### config.mk
export PLATFORM = sky130hd
export DESIGN_NAME = vga_timing_gen
export DESIGN_NICKNAME = d
export VERILOG_FILES = /design/src/rtl/vga_pkg.sv /design/src/rtl/vga_pixel_tick.sv /design/src/rtl/vga_timing_gen.sv
export SDC_FILE = /design/constraint.sdc
export NUM_CORES = 1
export LEC_CHECK = 0
export CORE_UTILIZATION = 48
export DETAILED_ROUTE_END_ITERATION = 8
export PLACE_DENSITY = 0.82
export SYNTH_ARGS = -nofsm -noshare
export SYNTH_HDL_FRONTEND = slang
export SYNTH_SLANG_ARGS = --single-unit
### constraint.sdc
create_clock -name clk_i -period 1.7 [get_ports clk_i]
set_input_delay 0.51 -clock clk_i [delete_from_list [all_inputs] [get_ports clk_i]]
set_output_delay 0.51 -clock clk_i [all_outputs]
set_load 0.01 [all_outputs]
### src/rtl/vga_pkg.sv
// Shared VGA timing constants (640x480@60 defaults), sync polarity encoding
// and small elaboration helpers used by the timing generator.
package vga_pkg;

   localparam int unsigned DEF_CLK_DIV    = 4;
   localparam int unsigned DEF_H_ACTIVE   = 640;
   localparam int unsigned DEF_H_FP       = 16;
   localparam int unsigned DEF_H_SYNC     = 96;
   localparam int unsigned DEF_H_BP       = 48;
   localparam int unsigned DEF_V_ACTIVE   = 480;
   localparam int unsigned DEF_V_FP       = 10;
   localparam int unsigned DEF_V_SYNC     = 2;
   localparam int unsigned DEF_V_BP       = 33;
   localparam int unsigned DEF_COORD_SIZE = 10;

   // Level driven on a sync line while the sync pulse is asserted.
   typedef enum logic {
      SYNC_ACTIVE_LOW  = 1'b0,
      SYNC_ACTIVE_HIGH = 1'b1
   } sync_pol_e;

   // Sync output level for a given polarity and "inside sync window" flag.
   function automatic logic sync_level(input logic pol, input logic asserted);
      return asserted ? pol : ~pol;
   endfunction

   // Larger of two unsigned values, used when sizing coordinate counters.
   function automatic int unsigned max_u(input int unsigned a, input int unsigned b);
      return (a > b) ? a : b;
   endfunction

endpackage

### src/rtl/vga_pixel_tick.sv
// Pixel clock-enable generator: divides the system clock by CLK_DIV and
// flags the last system clock of every pixel period.
module vga_pixel_tick #(
   parameter int unsigned CLK_DIV = 4
) (
   input  logic clk_i,
   input  logic rst_i,
   output logic tick_o
);

   // A one-bit counter is kept even for CLK_DIV=1 so the logic stays uniform.
   localparam int unsigned DIV_W = (CLK_DIV > 1) ? $clog2(CLK_DIV) : 1;
   localparam logic [DIV_W-1:0] DIV_LAST = DIV_W'(CLK_DIV - 1);

   generate
      if ((CLK_DIV < 1) || (CLK_DIV > 16)) begin : g_div_range_chk
         $error("vga_pixel_tick: CLK_DIV must be in 1..16");
      end
   endgenerate

   logic [DIV_W-1:0] div_q;
   logic [DIV_W-1:0] div_d;

   // Next divider value: count 0..CLK_DIV-1 and wrap.
   always_comb begin
      div_d = div_q + DIV_W'(1);
      if (div_q == DIV_LAST) begin
         div_d = '0;
      end
   end

   // Divider register, cleared immediately by reset.
   always_ff @(posedge clk_i or posedge rst_i) begin
      if (rst_i) begin
         div_q <= '0;
      end else begin
         div_q <= div_d;
      end
   end

   assign tick_o = (div_q == DIV_LAST);

endmodule

### src/rtl/vga_timing_gen.sv
// VGA timing generator: pixel/line counters advanced on the pixel tick,
// with registered sync, active-area, coordinate and frame-start outputs.
module vga_timing_gen
   import vga_pkg::*;
#(
   parameter int unsigned CLK_DIV    = DEF_CLK_DIV,
   parameter int unsigned H_ACTIVE   = DEF_H_ACTIVE,
   parameter int unsigned H_FP       = DEF_H_FP,
   parameter int unsigned H_SYNC     = DEF_H_SYNC,
   parameter int unsigned H_BP       = DEF_H_BP,
   parameter int unsigned V_ACTIVE   = DEF_V_ACTIVE,
   parameter int unsigned V_FP       = DEF_V_FP,
   parameter int unsigned V_SYNC     = DEF_V_SYNC,
   parameter int unsigned V_BP       = DEF_V_BP,
   parameter logic        SYNC_POL   = SYNC_ACTIVE_LOW,
   parameter int unsigned COORD_SIZE = DEF_COORD_SIZE
) (
   input  logic                  clk_i,
   input  logic                  rst_i,
   output logic                  pixelTick_o,
   output logic                  hsync_o,
   output logic                  vsync_o,
   output logic                  inActiveArea_o,
   output logic [COORD_SIZE-1:0] x_o,
   output logic [COORD_SIZE-1:0] y_o,
   output logic                  frameStart_o
);

   localparam int unsigned H_TOTAL   = H_ACTIVE + H_FP + H_SYNC + H_BP;
   localparam int unsigned V_TOTAL   = V_ACTIVE + V_FP + V_SYNC + V_BP;
   localparam int unsigned COORD_MIN = $clog2(max_u(H_TOTAL, V_TOTAL));

   localparam logic [COORD_SIZE-1:0] H_LAST      = COORD_SIZE'(H_TOTAL - 1);
   localparam logic [COORD_SIZE-1:0] V_LAST      = COORD_SIZE'(V_TOTAL - 1);
   localparam logic [COORD_SIZE-1:0] H_ACT_END   = COORD_SIZE'(H_ACTIVE);
   localparam logic [COORD_SIZE-1:0] V_ACT_END   = COORD_SIZE'(V_ACTIVE);
   localparam logic [COORD_SIZE-1:0] H_SYNC_BEG  = COORD_SIZE'(H_ACTIVE + H_FP);
   localparam logic [COORD_SIZE-1:0] H_SYNC_LAST = COORD_SIZE'(H_ACTIVE + H_FP + H_SYNC - 1);
   localparam logic [COORD_SIZE-1:0] V_SYNC_BEG  = COORD_SIZE'(V_ACTIVE + V_FP);
   localparam logic [COORD_SIZE-1:0] V_SYNC_LAST = COORD_SIZE'(V_ACTIVE + V_FP + V_SYNC - 1);

   generate
      if (COORD_SIZE < COORD_MIN) begin : g_coord_size_chk
         $error("vga_timing_gen: COORD_SIZE too narrow for H_TOTAL/V_TOTAL");
      end
   endgenerate

   logic                  tick;
   logic [COORD_SIZE-1:0] h_q, h_d;
   logic [COORD_SIZE-1:0] v_q, v_d;

   // Set when the counters moved on the previous edge; delays the tick so
   // pixelTick_o lines up with the first clock showing the new coordinates.
   logic                  adv_q;
   logic                  pixelTick_q, pixelTick_d;
   logic                  frameStart_q, frameStart_d;
   logic                  hsync_q, hsync_d;
   logic                  vsync_q, vsync_d;
   logic                  active_q, active_d;
   logic [COORD_SIZE-1:0] x_q, x_d;
   logic [COORD_SIZE-1:0] y_q, y_d;

   vga_pixel_tick #(
      .CLK_DIV (CLK_DIV)
   ) u_pixel_tick (
      .clk_i  (clk_i),
      .rst_i  (rst_i),
      .tick_o (tick)
   );

   // Counter next state: advance h on each tick; on h wrap advance v in the
   // same tick, wrapping v at the end of the frame.
   always_comb begin
      h_d = h_q;
      v_d = v_q;
      if (tick) begin
         if (h_q == H_LAST) begin
            h_d = '0;
            if (v_q == V_LAST) begin
               v_d = '0;
            end else begin
               v_d = v_q + COORD_SIZE'(1);
            end
         end else begin
            h_d = h_q + COORD_SIZE'(1);
         end
      end
   end

   // h/v counter registers.
   always_ff @(posedge clk_i or posedge rst_i) begin
      if (rst_i) begin
         h_q <= '0;
         v_q <= '0;
      end else begin
         h_q <= h_d;
         v_q <= v_d;
      end
   end

   // Output decode from the current counter values; registered below so the
   // pins carry the counters as they stood after the previous edge.
   always_comb begin
      pixelTick_d  = adv_q;
      frameStart_d = adv_q && (h_q == '0) && (v_q == '0);
      hsync_d      = sync_level(SYNC_POL, (h_q >= H_SYNC_BEG) && (h_q <= H_SYNC_LAST));
      vsync_d      = sync_level(SYNC_POL, (v_q >= V_SYNC_BEG) && (v_q <= V_SYNC_LAST));
      active_d     = (h_q < H_ACT_END) && (v_q < V_ACT_END);
      x_d          = h_q;
      y_d          = v_q;
   end

   // Output registers; reset drives the idle levels immediately.
   always_ff @(posedge clk_i or posedge rst_i) begin
      if (rst_i) begin
         adv_q        <= 1'b0;
         pixelTick_q  <= 1'b0;
         frameStart_q <= 1'b0;
         hsync_q      <= ~SYNC_POL;
         vsync_q      <= ~SYNC_POL;
         active_q     <= 1'b0;
         x_q          <= '0;
         y_q          <= '0;
      end else begin
         adv_q        <= tick;
         pixelTick_q  <= pixelTick_d;
         frameStart_q <= frameStart_d;
         hsync_q      <= hsync_d;
         vsync_q      <= vsync_d;
         active_q     <= active_d;
         x_q          <= x_d;
         y_q          <= y_d;
      end
   end

   assign pixelTick_o    = pixelTick_q;
   assign frameStart_o   = frameStart_q;
   assign hsync_o        = hsync_q;
   assign vsync_o        = vsync_q;
   assign inActiveArea_o = active_q;
   assign x_o            = x_q;
   assign y_o            = y_q;

endmodule
=== Yosys cells after proc, flatten, opt, wreduce, memory -nomap -nowiden ===
Cells that the tools add are included.

* Flip-flop bits (word level): 48
* Input port bits: 2
* Output and inout bits: 25
* Word-level logic and storage cells: 36

* $add $sub $neg: 3
* Magnitude comparators: 6
* Equal/unequal tests: 3
* Muxes and demuxes: 5
* Reductions and logical operators: 8

{| class="wikitable"
|+ Operator list
! kind !! count
|-
| 10-bit by 1-bit adder with 10-bit output (second input constant) || 2
|-
| 10-bit == test (second input constant) || 2
|-
| 10-bit zero test || 2
|-
| 10-bit two-way mux || 2
|-
| 10-bit >= comparator (second input constant) || 1
|-
| 10-bit by 9-bit >= comparator with 1-bit output (second input constant) || 1
|-
| 10-bit <= comparator (second input constant) || 1
|-
| 10-bit by 9-bit <= comparator with 1-bit output (second input constant) || 1
|-
| 10-bit less-than comparator (second input constant) || 1
|-
| 10-bit by 9-bit less-than comparator with 1-bit output (second input constant) || 1
|-
| 1-bit logical AND || 5
|-
| 2-bit by 1-bit adder with 2-bit output (second input constant) || 1
|-
| 2-bit == test (second input constant) || 1
|-
| 1-bit two-way mux || 2
|-
| 2-bit two-way mux || 1
|-
| 2-bit AND reduction || 1
|}

=== Depth between registers and ports, before layout ===
* Depth in word-level cells: 3
* Depth in mapped cells: 8
* Gate-level depth less buffers: 6

=== By module ===
From an unflattened synthesis, not the netlist that was laid out.

* Cell total of the unflattened synthesis: 150
* Area, all modules: 1871.8 um^2

{| class="wikitable"
|+ Modules (own cells, without submodules)
! module !! instances !! cells each !! area each (um^2) !! seq. area each (um^2)
|-
| vga_timing_gen || 1 || 145 || 1801.7 || 1153.6
|-
| vga_pixel_tick || 1 || 5 || 70.1 || 50.0
|}

=== Least setup slack after synthesis ===
No wires, ideal clock.

* Path type: register to register
* Start: register u_pixel_tick.div_q[0]
* End: register v_q[3]
* Setup time: 134 ps
* Data arrival time: 1531 ps
* Data required time: 1566 ps
* Path slack: 35 ps
* Stages on the path, launching flop included: 9
* Buffers on the path: 3
* Period minus slack after synthesis: 1665 ps
* Cells stage by stage: dfrtp_1 -> ha_1 -> clkbuf_2 -> and2_2 -> and4_1 -> buf_6 -> buf_8 -> a21oi_2 -> a31oi_2

* Cells in the longest elaborated chain, start to end: 2

{| class="wikitable"
|+ RTL lines
! element !! line !! text
|-
| start: declaration || vga_pixel_tick.sv:21 || <nowiki>logic [DIV_W-1:0] div_q;</nowiki>
|-
| start signal: assignment || vga_pixel_tick.sv:37 || <nowiki>div_q <= div_d;</nowiki>
|-
| 2-bit == test || vga_pixel_tick.sv:41 || <nowiki>assign tick_o = (div_q == DIV_LAST);</nowiki>
|-
| via tick || vga_timing_gen.sv:48 || <nowiki>logic tick;</nowiki>
|-
| 2-bit AND reduction (no line) || -- ||
|-
| end signal: assignment || vga_timing_gen.sv:97 || <nowiki>v_q <= v_d;</nowiki>
|-
| end: declaration || vga_timing_gen.sv:50 || <nowiki>logic [COORD_SIZE-1:0] v_q, v_d;</nowiki>
|}

The timed path passes the listed nets, and every way through them passes these cells.
A chain may end at the register's enable or synchronous reset.

=== Worst setup path in the final report ===
* Start: register pixelTick_q, in the netlist pixelTick_o
* End: output pixelTick_o

{| class="wikitable"
|+ RTL lines
! element !! line !! text
|-
| start: declaration || vga_timing_gen.sv:55 || <nowiki>logic pixelTick_q, pixelTick_d;</nowiki>
|-
| start signal: assignment || vga_timing_gen.sv:126 || <nowiki>pixelTick_q <= pixelTick_d;</nowiki>
|-
| end: declaration || vga_timing_gen.sv:20 || <nowiki>output logic pixelTick_o,</nowiki>
|}

No word-level cell between the ends.

==> metrics <==
Worst EP required=1.19 ns; Vias=1,275; Syn Inst Count=147; critical path class=flip-flop to output pin; number of remaining DRC errors=0; core area=0.00377 sq mm; final worst-path cycle share=97.5%; setup bufs post-CTS=0; max_cap viols=0; CTS tree=yes; most instantiated cells after synthesis=46 x dfrtp_1, 9 x nand3_1, 7 x inv_1, 7 x nand2_1; cells on worst reg2reg path=5; top_reg_cell synth=dfrtp_1; f_max=603 MHz; clock-pin slew on the worst setup and hold paths=0.08 ns; Clock Path Buffers=2; Yosys top cell by area=dfrtp_1; DR vias/cell=5.38; Post-Syn Area=0.00193 sq mm; CTS root buffer=clkbuf_8; setup slack after layout=0.0427 ns; Max-slew headroom=80.7%; first-pass GRT wire length=5.98 mm; Critical Path Source=pixelTick_o; placed insts=229; crit path max fanout=1; Initial Util=51.2%; sequential cell area fraction in the yosys report=62.3%; Post-synth EDFFs=0; pin count of the biggest net entering global routing=49; FFs w/ async S/R, synth=100%; vias in the first global route=1,241; Largest delay share family, worst path=buffers and inverters; Yosys reg bits=48; min-delay src=adv_q; Layout area overhead=29.2%; post-route ant nets=0; routed wire length=3.54 mm; initial antenna violation count=0; ordered list of cells on the worst path=clkdlybuf4s50_1; post-synth cell types=50; layout cells sized above 1=19.6%; Max IR drop VDD=0.517 mV; Die Ht=65.4 um; actual slew at the worst max-slew pin=0.285 ns; Seq. cell area=0.00120 sq mm; CP Capture Type=output pin; CP max stage delay=0.52 ns; status=completed; Post-Syn Nets=155; fin nets=196; Synth top area share=59.6%; final hold vios=0; Crit path buffers/inverters=1; Sw Share=20.1%; power share of the clock group=41.0%; clk_lat worst skew=0.31 ns; clock sink count=48; worst hold path type=flip-flop to flip-flop; Inserted Clock Buffers=5; power share of the combinational group=1.5%; IO Pins=27; RSZ-0062 raised after global routing=no; pwr dens=794 mW/mm^2; gp weighted congestion=0.838; sequential power share=57.6%; multi-input logic area=674 sq um; DRT Pass-1 Iters=4; H-tree levels=2; Switching Power=0.399 mW; critical path depth=1; Setup violations, final=0; CP Launch Type=flip-flop; PortBufs=26; fin cells=237; crit path time final=1.66 ns; global route overflow=0; Post-DP HPWL=2.39 mm; Die Wd=65.4 um; Clock Skew=0.00834 ns; hold path cells=0; P_int=1.58 mW; Diodes inserted=0; yosys warns=0; top post-synthesis cells by area=dfrtp_1 60%, ha_1 3.9%, dfstp_2 2.7%; Site Rows=22; pre-CTS setup slack=-0.0621 ns; Avg Inst Size Synth=13.1 sq um; Max Slew Vio Count=0; initial DRC count=87; fillcell total=265; Critical Path Slowest Stage Cell=clkdlybuf4s50_1; Worst EP arrival=1.15 ns; GRT Util Overall=19.5%; RR Startpoint=h_q[7]; Leakage=1.46 nW; most common cell in the netlist=dfrtp_1; drt wl/cell=14.9 um; die area=0.00428 sq mm
-- layer usage --
metal  track usage, %  up-vias  routed length [um]
met4             10.6        0                  91
met2             28.7       33                1680
met1             26.1      634                1610
li1                 -      602                   -
met5                0        -                   0
met3             5.21        6                 156
-- through the flow --
step | utilization [%] | area [sq um] | hold slack, ns | TNS, ns | total power [mW]
after floorplan | - | 1930 | 0.347 | 0 | 1.18
after global placement | 61.7 | 2330 | 0.368 | 0 | 1.19
after detailed placement | 61.7 | 2330 | 0.378 | -0.219 | 1.19
after CTS | 64.6 | 2440 | 0.397 | 0 | 2.01
after global routing | 66.2 | 2500 | 0.409 | 0 | 2.07
final | 66.2 | 2500 | 0.392 | 0 | 1.98
-- layout by cell type, fill, tap and decap left out, types with 3 or more instances in the layout --
cell,n
dfrtp_1,46
dlymetal6s2s_1,18
buf_4,11
nand3_1,8
nand2_1,7
and3_1,6
inv_1,6
ha_1,6
dlygate4sd2_1,6
xnor2_1,5
o21ai_0,5
clkbuf_8,5
nor2_1,4
xor2_1,3
a31oi_1,3
-- sequential cells by signal (all words and copies together), names as in the netlist --
signal and cells:
inActiveArea_o 1, y_o 10, h_q 10, x_o 10, pixelTick_o 1, adv_q 1
hsync_o 1, v_q 10, frameStart_o 1, u_pixel_tick.div_q 2, vsync_o 1
-- power by group through the flow --
stage	logic (mW)	registers [mW]	clock network, mW
2_1_floorplan	0.0167	1.16	0
3_3_place_gp	0.0293	1.16	0
3_5_place_dp	0.0307	1.16	0
4_1_cts	0.0309	1.14	0.840
5_1_grt	0.0336	1.14	0.897
6_report	0.0289	1.14	0.812
-- cell families (layout without fill, tap and decap cells) --
group / count (synthesis) / count (layout) / share of synthesized area [%]
multiplexers: 1 / 1 / 0.518
AND/OR/NAND/NOR: 52 / 52 / 18.7
AO/OA/AOI/OAI: 20 / 20 / 7.19
buffers and inverters: 12 / 54 / 3.82
XOR/XNOR: 8 / 8 / 3.63
adder cells (fa/ha/maj): 6 / 6 / 3.89
flip-flops: 48 / 48 / 62.3
-- timing repair --
item,4_1_cts,5_1_grt
setup endpoints to repair,10,22
gates resized for setup,7,20
hold buffers,0,0
-- worst paths after layout --
| check | end | slack, ns |
|---|---|---|
| setup / recovery | pixelTick_o | 0.04 |
| hold / removal | pixelTick_o | 0.39 |
| setup reg to reg | v_q[8] | 0.07 |
| hold reg to reg | pixelTick_o | 0.39 |
| max in group asynchronous | vsync_o | 0.86 |
| min in group asynchronous | h_q[9] | 0.56 |
-- cell type report --
type | count | area share, %
clock buffers | 5 | 2.76
clock inverters | 3 | 1.70
inverters | 7 | 1.05
multi-input cells | 87 | 27.0
flip-flops and latches | 48 | 48.2
well taps | 48 | 2.41
repair buffers | 39 | 16.8
No activity file was read; power rests on OpenSTA's default activity.
